### src/rtl/cnn_pkg.sv
// rtl/cnn_pkg.sv - shared defaults, pool FSM state codes and tap index type
package cnn_pkg;
    localparam int DEF_DATA_W = 16;
    localparam int DEF_DIM_W  = 16;
    localparam int DEF_ADDR_W = 14;
    localparam int DEF_RD_LAT = 2;

    localparam logic [2:0] S_IDLE   = 3'd0;
    localparam logic [2:0] S_LAUNCH = 3'd1;
    localparam logic [2:0] S_ISSUE  = 3'd2;
    localparam logic [2:0] S_WAIT   = 3'd3;
    localparam logic [2:0] S_WRITE  = 3'd4;
    localparam logic [2:0] S_DONE   = 3'd5;

    typedef logic [1:0] tap_idx_t;
endpackage

### src/rtl/maxpool2x2_mem_if.sv
// rtl/maxpool2x2_mem_if.sv - scratch RAM read/write port bundle
interface maxpool2x2_mem_if
    import cnn_pkg::*;
#(
    parameter int ADDR_W = DEF_ADDR_W,
    parameter int DATA_W = DEF_DATA_W
);
    logic [ADDR_W-1:0] rd_addr;
    logic [DATA_W-1:0] rd_data;
    logic [ADDR_W-1:0] wr_addr;
    logic [DATA_W-1:0] wr_data;
    logic              wr_en;

    modport master (output rd_addr, output wr_addr, output wr_data, output wr_en, input rd_data);
    modport slave  (input rd_addr, input wr_addr, input wr_data, input wr_en, output rd_data);
endinterface

### src/rtl/maxpool_addr_gen.sv
// rtl/maxpool_addr_gen.sv - window/tap source addressing and destination pointer
module maxpool_addr_gen
    import cnn_pkg::*;
#(
    parameter int ADDR_W = DEF_ADDR_W,
    parameter int DIM_W  = DEF_DIM_W
) (
    input  logic              clk,
    input  logic              reset,
    input  logic              enable,
    input  logic              load,
    input  logic              tap_adv,
    input  logic              win_adv,
    input  logic [ADDR_W-1:0] src_base,
    input  logic [ADDR_W-1:0] dst_base,
    input  logic [DIM_W-1:0]  width,
    input  logic [DIM_W-1:0]  height,
    output logic [ADDR_W-1:0] tap_addr,
    output logic [ADDR_W-1:0] dst_ptr,
    output tap_idx_t          tap,
    output logic              last_tap,
    output logic              last_window,
    output logic              empty
);
    localparam logic [DIM_W-2:0]  ONE_D = 1;
    localparam logic [ADDR_W-1:0] ONE_A = 1;
    localparam logic [ADDR_W-1:0] TWO_A = 2;

    logic [ADDR_W-1:0] w_q, row_base, win_base, two_w;
    logic [DIM_W-2:0]  ow_q, oh_q, ox, oy;

    // Only the low ADDR_W bits of W matter: all address arithmetic wraps.
    assign two_w = {w_q[ADDR_W-2:0], 1'b0};

    always_ff @(posedge clk or negedge reset) begin
        if (!reset) begin
            w_q      <= '0;
            ow_q     <= '0;
            oh_q     <= '0;
            ox       <= '0;
            oy       <= '0;
            row_base <= '0;
            win_base <= '0;
            dst_ptr  <= '0;
            tap      <= '0;
        end else if (enable) begin
            if (load) begin
                w_q      <= width[ADDR_W-1:0];
                ow_q     <= width[DIM_W-1:1];
                oh_q     <= height[DIM_W-1:1];
                ox       <= '0;
                oy       <= '0;
                row_base <= src_base;
                win_base <= src_base;
                dst_ptr  <= dst_base;
                tap      <= '0;
            end else begin
                if (tap_adv)
                    tap <= tap + 2'd1;
                if (win_adv) begin
                    dst_ptr <= dst_ptr + ONE_A;
                    if (ox == ow_q - ONE_D) begin
                        ox       <= '0;
                        oy       <= oy + ONE_D;
                        row_base <= row_base + two_w;
                        win_base <= row_base + two_w;
                    end else begin
                        ox       <= ox + ONE_D;
                        win_base <= win_base + TWO_A;
                    end
                end
            end
        end
    end

    always_comb begin
        tap_addr = win_base;
        case (tap)
            2'd0: tap_addr = win_base;
            2'd1: tap_addr = win_base + ONE_A;
            2'd2: tap_addr = win_base + w_q;
            2'd3: tap_addr = win_base + w_q + ONE_A;
            default: tap_addr = win_base;
        endcase
    end

    assign last_tap    = (tap == 2'd3);
    assign last_window = (ox == ow_q - ONE_D) && (oy == oh_q - ONE_D);
    assign empty       = (ow_q == '0) || (oh_q == '0);
endmodule

### src/rtl/maxpool2x2_mem.sv
// rtl/maxpool2x2_mem.sv - memory-to-memory 2x2 stride-2 signed max-pooling stage
module maxpool2x2_mem
    import cnn_pkg::*;
#(
    parameter int DATA_W = DEF_DATA_W,
    parameter int DIM_W  = DEF_DIM_W,
    parameter int ADDR_W = DEF_ADDR_W,
    parameter int RD_LAT = DEF_RD_LAT
) (
    input  logic              clk,
    input  logic              reset,
    input  logic              enable,
    input  logic              start,
    input  logic [ADDR_W-1:0] src_base,
    input  logic [ADDR_W-1:0] dst_base,
    input  logic [DIM_W-1:0]  width,
    input  logic [DIM_W-1:0]  height,
    maxpool2x2_mem_if.master  mem,
    output logic              busy,
    output logic              done
);
    localparam logic [2:0] LAT_LAST = 3'(RD_LAT - 1);

    logic [2:0]               state, lat_cnt;
    logic                     stalled, launch, capture;
    logic signed [DATA_W-1:0] max_q;
    logic [ADDR_W-1:0]        tap_addr, dst_ptr;
    tap_idx_t                 tap;
    logic                     last_tap, last_window, empty;

    assign launch  = ((state == S_IDLE) || (state == S_DONE)) && start;
    assign capture = (state == S_WAIT) && !stalled && (lat_cnt == LAT_LAST);

    maxpool_addr_gen #(.ADDR_W(ADDR_W), .DIM_W(DIM_W)) u_addr_gen (
        .clk         (clk),
        .reset       (reset),
        .enable      (enable),
        .load        (launch),
        .tap_adv     (capture),
        .win_adv     (state == S_WRITE),
        .src_base    (src_base),
        .dst_base    (dst_base),
        .width       (width),
        .height      (height),
        .tap_addr    (tap_addr),
        .dst_ptr     (dst_ptr),
        .tap         (tap),
        .last_tap    (last_tap),
        .last_window (last_window),
        .empty       (empty)
    );

    always_ff @(posedge clk or negedge reset) begin
        if (!reset) begin
            state   <= S_IDLE;
            lat_cnt <= '0;
            stalled <= 1'b0;
            max_q   <= '0;
            busy    <= 1'b0;
            done    <= 1'b0;
        end else if (!enable) begin
            // The RAM pipeline keeps moving while frozen, so the in-flight read is discarded.
            if (state == S_WAIT)
                stalled <= 1'b1;
        end else begin
            case (state)
                S_IDLE, S_DONE: begin
                    if (start) begin
                        state <= S_LAUNCH;
                        busy  <= 1'b1;
                        done  <= 1'b0;
                    end
                end
                S_LAUNCH: begin
                    if (empty) begin
                        state <= S_DONE;
                        busy  <= 1'b0;
                        done  <= 1'b1;
                    end else begin
                        state <= S_ISSUE;
                    end
                end
                S_ISSUE: begin
                    state   <= S_WAIT;
                    lat_cnt <= '0;
                end
                S_WAIT: begin
                    if (stalled) begin
                        stalled <= 1'b0;
                        state   <= S_ISSUE;
                    end else if (lat_cnt == LAT_LAST) begin
                        // Strictly greater only, so ties keep the earlier tap.
                        if ((tap == 2'd0) || ($signed(mem.rd_data) > max_q))
                            max_q <= $signed(mem.rd_data);
                        state <= last_tap ? S_WRITE : S_ISSUE;
                    end else begin
                        lat_cnt <= lat_cnt + 3'd1;
                    end
                end
                S_WRITE: begin
                    if (last_window) begin
                        state <= S_DONE;
                        busy  <= 1'b0;
                        done  <= 1'b1;
                    end else begin
                        state <= S_ISSUE;
                    end
                end
                default: state <= S_IDLE;
            endcase
        end
    end

    assign mem.rd_addr = tap_addr;
    assign mem.wr_addr = dst_ptr;
    assign mem.wr_data = max_q;
    assign mem.wr_en   = (state == S_WRITE) && enable;
endmodule
### src/flat_wrapper.sv
// flat-port wrapper written by rule: the top's interface ports become plain ports
module maxpool2x2_mem_flat import cnn_pkg::*;
#(
    parameter int DATA_W = DEF_DATA_W,
    parameter int DIM_W  = DEF_DIM_W,
    parameter int ADDR_W = DEF_ADDR_W,
    parameter int RD_LAT = DEF_RD_LAT
)
  (clk, reset, enable, start, src_base, dst_base, width, height, busy, done, mem_rd_addr, mem_wr_addr, mem_wr_data, mem_wr_en, mem_rd_data);
  maxpool2x2_mem_if #(.ADDR_W(ADDR_W), .DATA_W(DATA_W)) mem_i ();
  input  logic clk;
  input  logic reset;
  input  logic enable;
  input  logic start;
  input  logic [ADDR_W-1:0] src_base;
  input  logic [ADDR_W-1:0] dst_base;
  input  logic [DIM_W-1:0] width;
  input  logic [DIM_W-1:0] height;
  output logic busy;
  output logic done;
  output wire logic [$bits(mem_i.rd_addr)-1:0] mem_rd_addr;
  output wire logic [$bits(mem_i.wr_addr)-1:0] mem_wr_addr;
  output wire logic [$bits(mem_i.wr_data)-1:0] mem_wr_data;
  output wire logic [$bits(mem_i.wr_en)-1:0] mem_wr_en;
  input wire logic [$bits(mem_i.rd_data)-1:0] mem_rd_data;
  assign mem_rd_addr = mem_i.rd_addr;
  assign mem_wr_addr = mem_i.wr_addr;
  assign mem_wr_data = mem_i.wr_data;
  assign mem_wr_en = mem_i.wr_en;
  assign mem_i.rd_data = mem_rd_data;
  maxpool2x2_mem #(.DATA_W(DATA_W), .DIM_W(DIM_W), .ADDR_W(ADDR_W), .RD_LAT(RD_LAT)) u_core (.clk(clk), .reset(reset), .enable(enable), .start(start), .src_base(src_base), .dst_base(dst_base), .width(width), .height(height), .mem(mem_i), .busy(busy), .done(done));
endmodule
### config.mk
export PLATFORM = sky130hd
export DESIGN_NAME = maxpool2x2_mem_flat
export DESIGN_NICKNAME = d
export VERILOG_FILES = /design/src/rtl/cnn_pkg.sv /design/src/rtl/maxpool2x2_mem_if.sv /design/src/rtl/maxpool_addr_gen.sv /design/src/rtl/maxpool2x2_mem.sv /design/src/flat_wrapper.sv
export SDC_FILE = /design/constraint.sdc
export NUM_CORES = 1
export LEC_CHECK = 0
export ABC_CLOCK_PERIOD_IN_PS = 4100
export CELL_PAD_IN_SITES_DETAIL_PLACEMENT = 0
export CELL_PAD_IN_SITES_GLOBAL_PLACEMENT = 1
export CORE_UTILIZATION = 39
export CTS_BUF_LIST = sky130_fd_sc_hd__clkbuf_8
export DETAILED_ROUTE_END_ITERATION = 12
export HOLD_SLACK_MARGIN = 0.08
export MAX_ROUTING_LAYER = met4
export PLACE_DENSITY = 0.86
export SYNTH_ARGS = -nofsm -noshare
export SYNTH_HDL_FRONTEND = slang
export SYNTH_SLANG_ARGS = --single-unit
### constraint.sdc
create_clock -name clk -period 4.1 [get_ports clk]
set_input_delay 0.82 -clock clk [delete_from_list [all_inputs] [get_ports clk]]
set_output_delay 0.82 -clock clk [all_outputs]
set_load 0.01 [all_outputs]
==> results of run 1 <==
path summary, 6_finish.rpt:
check / start / endpoint / slack [ps] / cells after the start
worst max-delay path: u_core.u_addr_gen.win_base[0] / mem_rd_addr[13] / -750 / 15
worst min-delay path: reset / u_core.u_addr_gen.row_base[8] / 380 / 1
worst max register to register: u_core.u_addr_gen.w_q[1] / u_core.busy / 270 / 13
worst min register to register: u_core.done / u_core.done / 490 / 2
max in group asynchronous: reset / u_core.u_addr_gen.tap[0] / 2930 / 2
min in group clk: u_core.done / u_core.done / 490 / 2
layer usage:
| metal | GRT usage | share of wire | vias to the layer above |
|---|---|---|---|
| met5 | - | 0 | - |
| met4 | 0.0794 | 0.025 | 0 |
| met3 | 0.0426 | 0.040 | 38 |
| met2 | 0.368 | 0.48 | 214 |
| met1 | 0.294 | 0.46 | 4439 |
| li1 | - | - | 4563 |
cells in the mapped netlist (all sizes together) (14+ instances only):
cell type,instances,area (sq um)
o21ai,106,531
nor3,29,145
o21a,18,135
xor2,41,359
ha,55,688
nand4,24,150
and3,23,144
inv,53,199
a21oi,50,262
nand2,190,713
nor2b,17,106
xnor2,57,499
dfrtp,130,3250
clkbuf,45,169
nor2,93,349
mux2i,14,140
nand3,30,150
critical path, stage by stage (launching register included):
cell	delay (ps)
dfrtp_1	390
ha_2	190
inv_2	60
fa_2	200
and2b_1	200
o2111a_2	310
o41ai_4	250
buf_4	190
and4_4	200
a221oi_2	40
or4_4	540
nor4_4	190
nand3_1	140
a31o_1	240
a221o_1	310
buf_2	140
cell families (layout without fill, tap and decap cells):
family          Yosys count  count (layout)
fa+ha+maj                57              57
flops                   130             130
simple gates            471             471
compound gates          289             289
buf+inv                 109             321
mux                      15              15
xor+xnor                 98              98
what timing repair did:
item                                    CTS  global route
gates resized for setup                  46            27
endpoints found under the setup margin   11             9
gates cloned                              0             0
pin swaps                                26            25
setup buffers                             4             9
power by group through the flow:
stage | clock network, mW | logic, mW | registers (mW)
after floorplan | 0 | 2.23 | 1.99
after global placement | 0 | 3.79 | 1.97
after detailed placement | 0 | 3.84 | 1.98
after CTS | 1.26 | 3.92 | 1.97
after global routing | 1.32 | 4.41 | 2.02
final | 1.24 | 4.00 | 1.97
cell type report:
class / count / area share
Clock buffer: 18 / 0.0198
Clock inverter: 14 / 0.0150
Inverter: 54 / 0.0162
Multi-Input combinational cell: 930 / 0.489
Sequential cell: 130 / 0.261
Tap cell: 319 / 0.0320
Timing Repair Buffer: 235 / 0.168
sequential cells by signal (all words and copies together), names as in the netlist:
signal                      count
u_core.lat_cnt                  3
u_core.u_addr_gen.win_base     14
u_core.u_addr_gen.dst_ptr      14
u_core.state                    3
u_core.stalled                  1
u_core.mem.wr_data             16
u_core.u_addr_gen.tap           2
u_core.done                     1
u_core.u_addr_gen.row_base     14
u_core.busy                     1
u_core.u_addr_gen.oh_q         15
u_core.u_addr_gen.oy           15
u_core.u_addr_gen.ow_q          3
u_core.u_addr_gen.ox           15
u_core.u_addr_gen.w_q          13
metrics by stage:
step	hold WS, ps	cells	util	total power, mW
floorplan	447	1169	-	4.23
global placement	472	1657	0.497	5.76
detailed placement	465	1657	0.497	5.82
CTS	402	1692	0.520	7.15
global route	407	1700	0.526	7.75
finish	381	1700	0.526	7.20
==> impl_metrics.env, run 1 <==
export IMPL_timing_slew_headroom=0.537
export IMPL_status="finished, violations left"
export IMPL_p_leak_nw=5.68
export IMPL_diodes=0
export IMPL_final_cell_mix="188 x nand2_1, 129 x dfrtp_1, 113 x clkdlybuf4s50_1"
export IMPL_die_w_um=159
export IMPL_root_buffer="clkbuf_8"
export IMPL_synth_xor_area_share=0.0896
export IMPL_power_density_nw_per_um2=577
export IMPL_yosys_mux_area_fraction=0.0158
export IMPL_grt_pass1_wl_um=45400
export IMPL_initial_core_util=0.403
export IMPL_max_cap_violations=0
export IMPL_clock_latency_ps=470
export IMPL_synthAdderAreaFrac=0.0760
export IMPL_synth_async_sr_flop_share=1.00
export IMPL_drtIter0Drc=635
export IMPL_syn_to_final_growth_pct=30.4
export IMPL_gp_congestion=0.904
export IMPL_cts_tree="built"
export IMPL_nNetsFinal=1505
export IMPL_rows=56
export IMPL_nFillCells=2244
export IMPL_clkTransAtPathRegs_ps=90
export IMPL_fin_area_sq_um=12500
export IMPL_grt_start_max_net_pins=72
export IMPL_p_sw_frac=0.409
export IMPL_synth_seq_cells=130
export IMPL_synth_compound_area_frac=0.199
export IMPL_tightest_slew_ps=686
export IMPL_dpl_cell_area_sq_um=11800
export IMPL_antenna_found_initial=0
export IMPL_synth_top_family_by_area="simple AND/OR/NAND/NOR gates"
export IMPL_arrival_ps=4030
export IMPL_core_region_area_sq_um=23800
export IMPL_rsz0062_at_grt="true"
export IMPL_combPwrFrac=0.555
export IMPL_intPower_mw=4.26
export IMPL_seq_area_frac_synth=0.340
export IMPL_io_buffer_count=125
export IMPL_io_pins=127
export IMPL_synth_cell_types=80
export IMPL_path_max_fanout=4
export IMPL_avgSynthCellArea_sq_um=8.20
export IMPL_slew_violations=0
export IMPL_p_seq_frac=0.274
export IMPL_drive_above_1_share=0.146
export IMPL_holdCritPathClass="input port to async pin"
export IMPL_htree_levels=4
export IMPL_violations="setup timing"
export IMPL_yosys_area_share_simple=0.236
export IMPL_fin_tns_setup_ps=-2810
export IMPL_dp_hpwl_um=21100
export IMPL_final_common_cell="nand2_1"
export IMPL_power_switching_mw=2.95
export IMPL_numCtsBuffers=17
export IMPL_syn_cell_area_sq_um=9580
export IMPL_dieHeight_um=159
export IMPL_setup_viol=9
export IMPL_syn_inst=1169
export IMPL_ir_drop_uv=285
export IMPL_wl_per_cell_um=16.7
export IMPL_fmax_ghz=0.206
export IMPL_drcViolationCount=0
export IMPL_worstSetupEndpointType="output port"
export IMPL_vias_per_cell=5.44
export IMPL_overflow=0
export IMPL_yosys_most_used_dff="dfrtp_1"
export IMPL_vias=9254
export IMPL_clockBufferDepth=2
export IMPL_multi_input_area_sq_um=6110
export IMPL_dieArea_sq_um=25200
export IMPL_crit_required_ps=3280
export IMPL_pre_cts_ws_ps=-772
export IMPL_yosysWarnings=0
export IMPL_synth_nets=1306
export IMPL_crit_type="flop to output port"
export IMPL_finalWorstSetupSlack_ps=-750
export IMPL_fin_skew_ps=25.0
export IMPL_wl_um=28400
export IMPL_synth_edf_count=0
export IMPL_cts_hold_buffers=0
export IMPL_register_area_sq_um=3250
export IMPL_grt_pass1_vias=8875
export IMPL_track_usage=0.231
export IMPL_hold_viol_final=0
export IMPL_clock_sinks=130
export IMPL_final_min_clock_period_ps=4850
export IMPL_final_antenna_net_count=0
export IMPL_finalCritPeriodShare=1.18
export IMPL_p_clk_frac=0.172
export IMPL_start_kind="flop"
export IMPL_firstDrtPassIters=6
(Power assumes the default switching activity.)
==> inputs of run 2 (changes only) <==
CORE_MARGIN = 4   (was not set)
==> run 2 against run 1 <==
The flow still finishes with violations (setup timing). Non-clock buffer count up 2. Final cell count up 0.41%. Cell area down 0.75%. Die area up 7.7%. Worst setup slack better by 49 ps. Hold slack better by 24 ps. Clock-buffer cell count down 1. Core utilization down 1.5 points. Sequential power about the same. Total power down 1.1%. Global-route usage down 1.2 points. Critical path type unchanged. Highest routed layer unchanged.
==> impl_metrics.env, run 2 (synthesis results as in run 1) <==
export IMPL_wl_um=28700
export IMPL_wl_met2_um=13700
export IMPL_cts_tree="built"
export IMPL_cp_slowest_cell="or4_4"
export IMPL_worstSetupEndpointType="output port"
export IMPL_slowest_delay_ps=580
export IMPL_wl_per_cell_um=16.8
export IMPL_r2r_start="u_core.u_addr_gen.w_q[1]"
export IMPL_clock_latency_ps=460
export IMPL_status="finished, violations left"
export IMPL_arrival_ps=3980
export IMPL_setup_viol=8
export IMPL_final_cell_mix="189 x nand2_1, 129 x dfrtp_1, 113 x clkdlybuf4s50_1"
export IMPL_grt_start_max_net_pins=83
export IMPL_fin_skew_ps=22.5
export IMPL_ir_drop_uv=237
export IMPL_numCtsBuffers=17
export IMPL_timing_slew_headroom=0.456
export IMPL_core_region_area_sq_um=24200
export IMPL_combPwrFrac=0.562
export IMPL_finalCritPeriodShare=1.17
export IMPL_htree_levels=4
export IMPL_finalWorstSetupSlack_ps=-701
export IMPL_drive_above_1_share=0.147
export IMPL_p_clk_frac=0.163
export IMPL_p_sw_frac=0.414
export IMPL_final_common_cell="nand2_1"
export IMPL_start_kind="flop"
export IMPL_crit_type="flop to output port"
export IMPL_violations="setup timing"
export IMPL_fin_area_sq_um=12400
export IMPL_fin_tns_setup_ps=-2220
export IMPL_path_max_fanout=4
export IMPL_hold_viol_final=0
export IMPL_nFillCells=2347
export IMPL_grt_pass1_wl_um=46400
export IMPL_largest_reg_flops=16
export IMPL_diodes=0
export IMPL_placedCellCount=1665
export IMPL_syn_to_final_growth_pct=29.4
export IMPL_crit_path_cell_trace="ha_2 > inv_2 > fa_2 > and2b_1 > o2111a_2 > o41ai_4 > and4_4 > a221oi_2 > or4_4 > nor4_4 > nand3_1 > a31o_1 > a221o_1 > buf_2"
export IMPL_nNetsFinal=1507
export IMPL_root_buffer="clkbuf_8"
export IMPL_gp_congestion=0.912
export IMPL_io_buffer_count=125
export IMPL_track_usage=0.219
export IMPL_overflow=0
export IMPL_maxUsedRoutingLayer="met4"
export IMPL_pre_cts_ws_ps=-709
export IMPL_vias_per_cell=5.44
export IMPL_drtIter0Drc=624
export IMPL_cts_hold_buffers=0
export IMPL_drcViolationCount=0
export IMPL_intPower_mw=4.18
export IMPL_grt_pass1_vias=9135
export IMPL_clock_sinks=130
export IMPL_initial_core_util=0.395
export IMPL_crit_required_ps=3280
export IMPL_rows=57
export IMPL_power_mw=7.12
export IMPL_antenna_found_initial=0
export IMPL_tightest_slew_ps=816
export IMPL_dr_wl_met3_um=1160
export IMPL_clockBufferDepth=2
export IMPL_die_w_um=165
export IMPL_cp_startpoint="u_core.u_addr_gen.win_base[0]"
export IMPL_whs_ps=404
export IMPL_dieHeight_um=165
export IMPL_final_antenna_net_count=0
export IMPL_final_min_clock_period_ps=4800
export IMPL_wl_met1_um=12900
export IMPL_io_pins=127
export IMPL_power_density_nw_per_um2=575
export IMPL_p_leak_nw=5.60
export IMPL_dp_hpwl_um=21400
export IMPL_layout_cells_non_filler=1707
export IMPL_slew_violations=0
export IMPL_utilization=0.511
export IMPL_fmax_ghz=0.208
export IMPL_p_seq_frac=0.276
export IMPL_max_cap_violations=0
export IMPL_vias=9280
export IMPL_dieArea_sq_um=27100
export IMPL_holdCritPathClass="input port to async pin"
export IMPL_rsz0062_at_grt="true"
export IMPL_clkTransAtPathRegs_ps=90
export IMPL_firstDrtPassIters=5
export IMPL_dpl_cell_area_sq_um=11800
export IMPL_power_switching_mw=2.95
## run 2: final cells by class
class                           count  area (sq um)  area share
Clock inverter                     15           170      0.0137
Inverter                           54           203      0.0163
Multi-Input combinational cell    930          6060       0.489
Clock buffer                       17           234      0.0189
Sequential cell                   130          3250       0.262
Timing Repair Buffer              237          2070       0.167
Tap cell                          324           405      0.0327
## run 2: layer usage
layer  up-vias  global-route usage
li1       4570                   -
met1      4429               0.281
met2       233               0.354
met3        48              0.0324
met4         0              0.0786
met5         -                   -
## run 2: critical path, delay by kind of cell, from the launching register on
| kind | cells | cell delay (ps) |
|---|---|---|
| AO/OA/AOI/OAI | 5 | 1180 |
| buffers and inverters | 2 | 200 |
| AND/OR/NAND/NOR | 5 | 1380 |
| adder cells (fa/ha/maj) | 2 | 380 |
| flip-flops | 1 | 390 |
## run 2: what timing repair did
action | in CTS | in global routing
buffers inserted | 6 | 4
endpoints found under the setup margin | 11 | 10
resized for setup | 59 | 17
pin swaps | 17 | 19
## run 2: worst paths after layout
path                            slack [ps]                             to  depth (start not counted)
worst max register to register         310                    u_core.busy                         13
min in group clk                       500                    u_core.done                          2
max in group asynchronous             2880       u_core.u_addr_gen.w_q[3]                          2
worst max-delay path                  -700                mem_rd_addr[13]                         14
worst min register to register         500                    u_core.done                          2
worst min-delay path                   400  u_core.u_addr_gen.win_base[8]                          1
## run 2: power groups by stage
stage	combinational (mW)	clock, mW	sequential (mW)
detailed placement	3.87	0	1.98
finish	4.00	1.16	1.96
CTS	3.94	1.19	1.96
floorplan	2.23	0	1.99
global route	4.45	1.25	2.01
global placement	3.82	0	1.97
==> inputs of run 3 (changes only) <==
CTS_CLUSTER_DIAMETER = 120   (was not set)
==> results of run 3 <==
Same layout as run 2: the final DEF is identical, and so are final timing and power.
